<file path="config.mk">
export PLATFORM = sky130hd
export DESIGN_NAME = alu_seq_exec_flat
export DESIGN_NICKNAME = d
export VERILOG_FILES = /design/src/rtl/alu_seq_exec_if.sv /design/src/rtl/alu_seq_exec.sv /design/src/flat_wrapper.sv
export SDC_FILE = /design/constraint.sdc
export NUM_CORES = 1
export LEC_CHECK = 0
export ABC_AREA = 1
export ABC_CLOCK_PERIOD_IN_PS = 3400
export BUFFER_PORTS_ARGS = -buffer_cell sky130_fd_sc_hd__buf_4
export CAP_MARGIN = 10
export CORE_MARGIN = 2
export CORE_UTILIZATION = 62
export CTS_CLUSTER_DIAMETER = 40
export DETAILED_ROUTE_END_ITERATION = 8
export GPL_TIMING_DRIVEN = 1
export PLACE_DENSITY_LB_ADDON = 0.12
export REMOVE_ABC_BUFFERS = 1
export SLEW_MARGIN = 10
export SYNTH_ARGS = -nofsm -noshare
export SYNTH_HDL_FRONTEND = slang
export SYNTH_SLANG_ARGS = --single-unit
</file>
<file path="constraint.sdc">
create_clock -name clk -period 3.4 [get_ports clk]
set_input_delay 0.51 -clock clk [delete_from_list [all_inputs] [get_ports clk]]
set_output_delay 0.51 -clock clk [all_outputs]
set_load 0.05 [all_outputs]
</file>
<file path="src/rtl/alu_seq_exec_if.sv">
// Valid/ready bundle between the ID/EX register, the execute ALU
// and its result consumer.
interface alu_seq_exec_if #(
    parameter int DATA_WIDTH = 32
);
    logic                  in_valid;
    logic                  in_ready;
    logic [3:0]            aluop;
    logic [DATA_WIDTH-1:0] op_a;
    logic [DATA_WIDTH-1:0] op_b;
    logic                  out_valid;
    logic                  out_ready;
    logic [DATA_WIDTH-1:0] result;
    logic                  zero;
    logic                  busy;

    modport master (
        output in_valid, aluop, op_a, op_b, out_ready,
        input  in_ready, out_valid, result, zero, busy
    );

    modport slave (
        input  in_valid, aluop, op_a, op_b, out_ready,
        output in_ready, out_valid, result, zero, busy
    );
endinterface

</file>
<file path="src/rtl/alu_seq_exec.sv">
// Execute-stage ALU: single-cycle logic/arith/compare, iterative shifts.
// Registered result and zero flag behind a valid/ready output.
module alu_seq_exec #(
    parameter int DATA_WIDTH = 32,
    parameter int SHIFT_STEP = 1
) (
    input logic           clk,
    input logic           rst,
    input logic           flush,
    alu_seq_exec_if.slave bus
);
    localparam int CW = $clog2(DATA_WIDTH);
    localparam logic [CW-1:0] STEP = CW'(SHIFT_STEP);

    localparam logic [3:0] OP_AND  = 4'b0000;
    localparam logic [3:0] OP_OR   = 4'b0001;
    localparam logic [3:0] OP_EQ   = 4'b0011;
    localparam logic [3:0] OP_SLL  = 4'b0100;
    localparam logic [3:0] OP_SRL  = 4'b0101;
    localparam logic [3:0] OP_SRA  = 4'b0111;
    localparam logic [3:0] OP_XOR  = 4'b1000;
    localparam logic [3:0] OP_SUB  = 4'b1010;
    localparam logic [3:0] OP_GE   = 4'b1100;
    localparam logic [3:0] OP_GEU  = 4'b1101;
    localparam logic [3:0] OP_SLT  = 4'b1110;
    localparam logic [3:0] OP_SLTU = 4'b1111;

    typedef enum logic [1:0] {
        IDLE,
        SHIFT,
        DONE
    } state_t;

    state_t                state;
    logic [DATA_WIDTH-1:0] res_q;
    logic                  zero_q;
    logic                  valid_q;
    logic                  busy_q;
    logic [DATA_WIDTH-1:0] sh_val;
    logic [3:0]            sh_op;
    logic [CW-1:0]         rem;

    logic [DATA_WIDTH-1:0] a;
    logic [DATA_WIDTH-1:0] b;
    logic [DATA_WIDTH-1:0] alu_res;
    logic [DATA_WIDTH-1:0] sh_next;
    logic [CW-1:0]         shamt;
    logic [CW-1:0]         k;
    logic                  in_ready;
    logic                  accept;
    logic                  is_shift;

    assign a        = bus.op_a;
    assign b        = bus.op_b;
    assign shamt    = b[CW-1:0];
    assign is_shift = (bus.aluop == OP_SLL) ||
                      (bus.aluop == OP_SRL) ||
                      (bus.aluop == OP_SRA);
    assign in_ready = (state == IDLE) ||
                      ((state == DONE) && bus.out_ready);
    assign accept   = bus.in_valid && in_ready && !flush;

    always_comb begin
        alu_res = a + b;
        case (bus.aluop)
            OP_AND:  alu_res = a & b;
            OP_OR:   alu_res = a | b;
            OP_XOR:  alu_res = a ^ b;
            OP_SUB:  alu_res = a - b;
            OP_EQ:   alu_res = DATA_WIDTH'(a == b);
            OP_GE:   alu_res = DATA_WIDTH'($signed(a) >= $signed(b));
            OP_GEU:  alu_res = DATA_WIDTH'(a >= b);
            OP_SLT:  alu_res = DATA_WIDTH'($signed(a) < $signed(b));
            OP_SLTU: alu_res = DATA_WIDTH'(a < b);
            // only zero-amount shifts complete through this path
            OP_SLL, OP_SRL, OP_SRA: alu_res = a;
            default: alu_res = a + b;
        endcase
    end

    always_comb begin
        k = (rem < STEP) ? rem : STEP;
        case (sh_op)
            OP_SRL:  sh_next = sh_val >> k;
            OP_SRA:  sh_next = $unsigned($signed(sh_val) >>> k);
            default: sh_next = sh_val << k;
        endcase
    end

    always_ff @(posedge clk) begin
        if (rst) begin
            state   <= IDLE;
            valid_q <= 1'b0;
            res_q   <= '0;
            zero_q  <= 1'b1;
            busy_q  <= 1'b0;
            rem     <= '0;
            sh_val  <= '0;
            sh_op   <= '0;
        end else if (flush) begin
            state   <= IDLE;
            valid_q <= 1'b0;
            busy_q  <= 1'b0;
            rem     <= '0;
        end else if (accept) begin
            if (is_shift && (shamt != '0)) begin
                state   <= SHIFT;
                valid_q <= 1'b0;
                busy_q  <= 1'b1;
                rem     <= shamt;
                sh_val  <= a;
                sh_op   <= bus.aluop;
            end else begin
                state   <= DONE;
                valid_q <= 1'b1;
                res_q   <= alu_res;
                zero_q  <= (alu_res == '0);
            end
        end else begin
            case (state)
                SHIFT: begin
                    sh_val <= sh_next;
                    rem    <= rem - k;
                    if (rem == k) begin
                        state   <= DONE;
                        busy_q  <= 1'b0;
                        valid_q <= 1'b1;
                        res_q   <= sh_next;
                        zero_q  <= (sh_next == '0);
                    end
                end
                DONE: begin
                    if (bus.out_ready) begin
                        state   <= IDLE;
                        valid_q <= 1'b0;
                    end
                end
                default: ;
            endcase
        end
    end

    assign bus.in_ready  = in_ready;
    assign bus.out_valid = valid_q;
    assign bus.result    = res_q;
    assign bus.zero      = zero_q;
    assign bus.busy      = busy_q;
endmodule

</file>
<file path="src/flat_wrapper.sv">
// flat-port wrapper written by rule: the top's interface ports become plain ports
module alu_seq_exec_flat 
#(
    parameter int DATA_WIDTH = 32,
    parameter int SHIFT_STEP = 1
)
  (clk, rst, flush, bus_in_valid, bus_aluop, bus_op_a, bus_op_b, bus_out_ready, bus_in_ready, bus_out_valid, bus_result, bus_zero, bus_busy);
  alu_seq_exec_if #(.DATA_WIDTH(DATA_WIDTH)) bus_i ();
  input logic clk;
  input logic rst;
  input logic flush;
  input wire logic [$bits(bus_i.in_valid)-1:0] bus_in_valid;
  input wire logic [$bits(bus_i.aluop)-1:0] bus_aluop;
  input wire logic [$bits(bus_i.op_a)-1:0] bus_op_a;
  input wire logic [$bits(bus_i.op_b)-1:0] bus_op_b;
  input wire logic [$bits(bus_i.out_ready)-1:0] bus_out_ready;
  output wire logic [$bits(bus_i.in_ready)-1:0] bus_in_ready;
  output wire logic [$bits(bus_i.out_valid)-1:0] bus_out_valid;
  output wire logic [$bits(bus_i.result)-1:0] bus_result;
  output wire logic [$bits(bus_i.zero)-1:0] bus_zero;
  output wire logic [$bits(bus_i.busy)-1:0] bus_busy;
  assign bus_i.in_valid = bus_in_valid;
  assign bus_i.aluop = bus_aluop;
  assign bus_i.op_a = bus_op_a;
  assign bus_i.op_b = bus_op_b;
  assign bus_i.out_ready = bus_out_ready;
  assign bus_in_ready = bus_i.in_ready;
  assign bus_out_valid = bus_i.out_valid;
  assign bus_result = bus_i.result;
  assign bus_zero = bus_i.zero;
  assign bus_busy = bus_i.busy;
  alu_seq_exec #(.DATA_WIDTH(DATA_WIDTH), .SHIFT_STEP(SHIFT_STEP)) u_core (.clk(clk), .rst(rst), .flush(flush), .bus(bus_i));
endmodule
</file>
==> impl_results.md <==
* Status: complete, no violations
* DRT Pass-1 Iters at 8
* DR iter-0 viols at 1,930
* Core area at 16,600 um2
* Drt total wl at 43,200 um
* PortBufs at 108
* Critical Path Fanout Max at 25
* DRC Markers at 0
* Synthesized instance count at 1,877
* Leak pwr at 6.06 nW
* Required time of the critical path at 3.56 ns
* Die height at 135 um
* Num CTS Buffers at 9
* Fin util at 71.9%
* DR WL/cell at 19.8 um
* Fraction of registers with async set/reset at 0%
* Crit. End Element: flip-flop
* CP delay by family, top: compound AO/OA/AOI/OAI gates
* Critical-path top delay cell: a21oi_1
* Site Rows at 47
* Root Buffer: clkbuf_16
* WHS at 0.468 ns
* Final Hold Fails at 0
* Clock sinks at 77
* Most frequent cells in the layout: nand2_1, inv_1, nor2_1, nand3_1, buf_4
* Post_cts resized at 0
* Syn Std Cell Area at 10,600 um2
* Fill cells at 1,469
* Clock Latency Late Sink at 0.35 ns
* Max IR drop VDD at 0.332 mV
* Vias at 13,800
* Placed insts at 2,170
* Max-slew violation count at 0
* Nets at 2,136
* Gpl congestion at 1.10
* Htree depth at 3
* Pwr/cell area at 317 nW/um2
* Commonest non-fill, non-tap cell in the layout: nand2_1
* Post-synth EDFFs at 0
* Crit path largest cell delay at 0.74 ns
* Post-route insts no fill at 2,186
* Final ANT Viol Nets at 0
* RSZ-0062 raised after global routing: false
* Sequential cell area fraction in the yosys report at 14.6%
* Layout Skew at 0.0114 ns
* Via density at 6.31
* Area Growth Syn to Fin at 13.2%
* Total Routing Usage GR at 46.3%
* Worst hold path class: reg -> reg
* Tmin final at 3.18 ns
* Setup bufs post-CTS at 0
* Max Cap Viol at 0
* Worst slew margin at 28.2%
* Largest net degree at the start of global routing at 61
* Synthesized flop and latch total at 77
* Mapped Avg Cell Area at 5.63 um2
* HPWL after DPL at 33,500 um
* Primary FF master, synth: dfxtp_1
* Post-CTS Hold Buffers at 0
* Final setup fails at 0
* Distinct cells, synth at 44
* Vias in the first global route at 12,500
* WP data arrival at 3.34 ns
* Starting density of the core at 63.5%
* YS warnings at 0
* Max clock buf depth at 2
* Startpoint Class: flip-flop
* Global-route wire length before repair at 65,600 um
* Antenna diode count at 0
* Final Cycle Share at 93.5%
* Fmax at 315 MHz
* Clk slew on worst S/H paths at 0.07 ns
* Share of layout cells above drive strength 1 at 10.6%
* Initial antenna violation count at 1
* Least-Margin Pin Slew at 1.07 ns
* Crit path cell chain: inv_1 -> ha_1 -> a21o_1 -> nand3_1 -> buf_4 -> inv_2 -> nand2_1 -> nand2_2 -> inv_2 -> nand2_2 -> buf_4 -> a21oi_1 -> a221oi_1
* Buf/Inv on CP at 5
* Io pins at 109
* Die W at 135 um
* Type of the worst setup path: reg -> reg
* CTS tree: done
* Total grt overflow at 0
* Die area at 18,100 um2
==> logic make-up after synthesis <==
group,count (synthesis),synth area share (%)
XOR/XNOR,3,0.249
adder cells (fa/ha/maj),102,12.2
AO/OA/AOI/OAI,409,22.1
AND/OR/NAND/NOR,907,36.1
buffers and inverters,373,14.2
multiplexers,6,0.568
flip-flops,77,14.6
==> metal layers <==
layer  vias up  global-route usage (%)  routed length (um)  share of wire [%]
met1      6055                    55.9               15700                 36
li1       6384                       -                   -                  -
met3       273                    9.23                5270                 12
met4         0                    34.0                3910                9.0
met2      1085                    73.3               18300                 42
met5         -                       0                   0                  0
==> worst reg2reg max path: cells and delay by family (launching register included) <==
family | cells | cell delay, ns
AND/OR/NAND/NOR | 4 | 0.47
flip-flops | 1 | 0.37
AO/OA/AOI/OAI | 3 | 1.14
buffers and inverters | 5 | 0.81
adder cells (fa/ha/maj) | 1 | 0.22
==> Yosys cell counts, drive strengths merged (2+ instances only) <==
cell    count  area share (%)
a211oi      3            0.21
a21boi      2            0.14
a21o        4            0.28
a21oi     111             5.3
a221oi     25             2.1
a311oi      2            0.17
a31oi      43             2.5
and2        3            0.18
buf        45             2.5
clkbuf     40             1.4
dfxtp      77              15
fa          2            0.38
ha        100              12
inv       287              10
mux2i       6            0.57
nand2     451              16
nand3     187             8.9
nand3b      2            0.14
nand4      24             1.4
nor2      196             7.1
nor3       25             1.2
nor4        5            0.30
o211ai     15             1.1
o21ai     159             7.6
o21bai      7            0.50
o22ai      36             2.1
or2        13            0.77
xnor2       2            0.17
==> cell type report <==
cell class              count  area, um2  area share, %
inverters                 288       1080           9.05
flip-flops and latches     77       1540           12.9
well taps                 220        275           2.30
clock buffers              11        253           2.11
repair buffers            158       1200           10.0
multi-input cells        1427       7530           63.0
clock inverters             5       81.3          0.680
==> final timing paths <==
path                         from               end  slack [ns]  cells past startpoint
setup / recovery  u_core.state[0]  u_core.sh_val[6]        0.22                     13
hold / removal    u_core.sh_op[3]   u_core.sh_op[3]        0.47                      2
setup reg to reg  u_core.state[0]  u_core.sh_val[6]        0.22                     13
hold reg to reg   u_core.sh_op[3]   u_core.sh_op[3]        0.47                      2
==> state kept, by name, indices dropped and copies added (netlist names) <==
signal,count
u_core.rem,5
u_core.bus.busy,1
u_core.state,1
u_core.sh_op,4
u_core.sh_val,32
u_core.bus.out_valid,1
u_core.bus.result,32
u_core.bus.zero,1
==> report_power, final <==
group	total [mW]	switching (mW)	internal, mW
logic	1.72	1.18	0.535
clock network	1.09	0.403	0.684
registers	0.983	0.0342	0.949
total	3.79	1.62	2.17
==> metrics by stage <==
step           setup TNS (ns)  power (mW)  setup slack, ns  instance area, um2
2_1_floorplan          -50.65        2.04            -1.21               10200
3_3_place_gp                0        2.61            0.136               11600
3_5_place_dp                0        2.64           0.0823               11600
4_1_cts                     0        3.70            0.372               12000
5_1_grt                     0        3.95           0.0178               12000
6_report                    0        3.79            0.221               12000
Power figures use the tool's default switching activity.
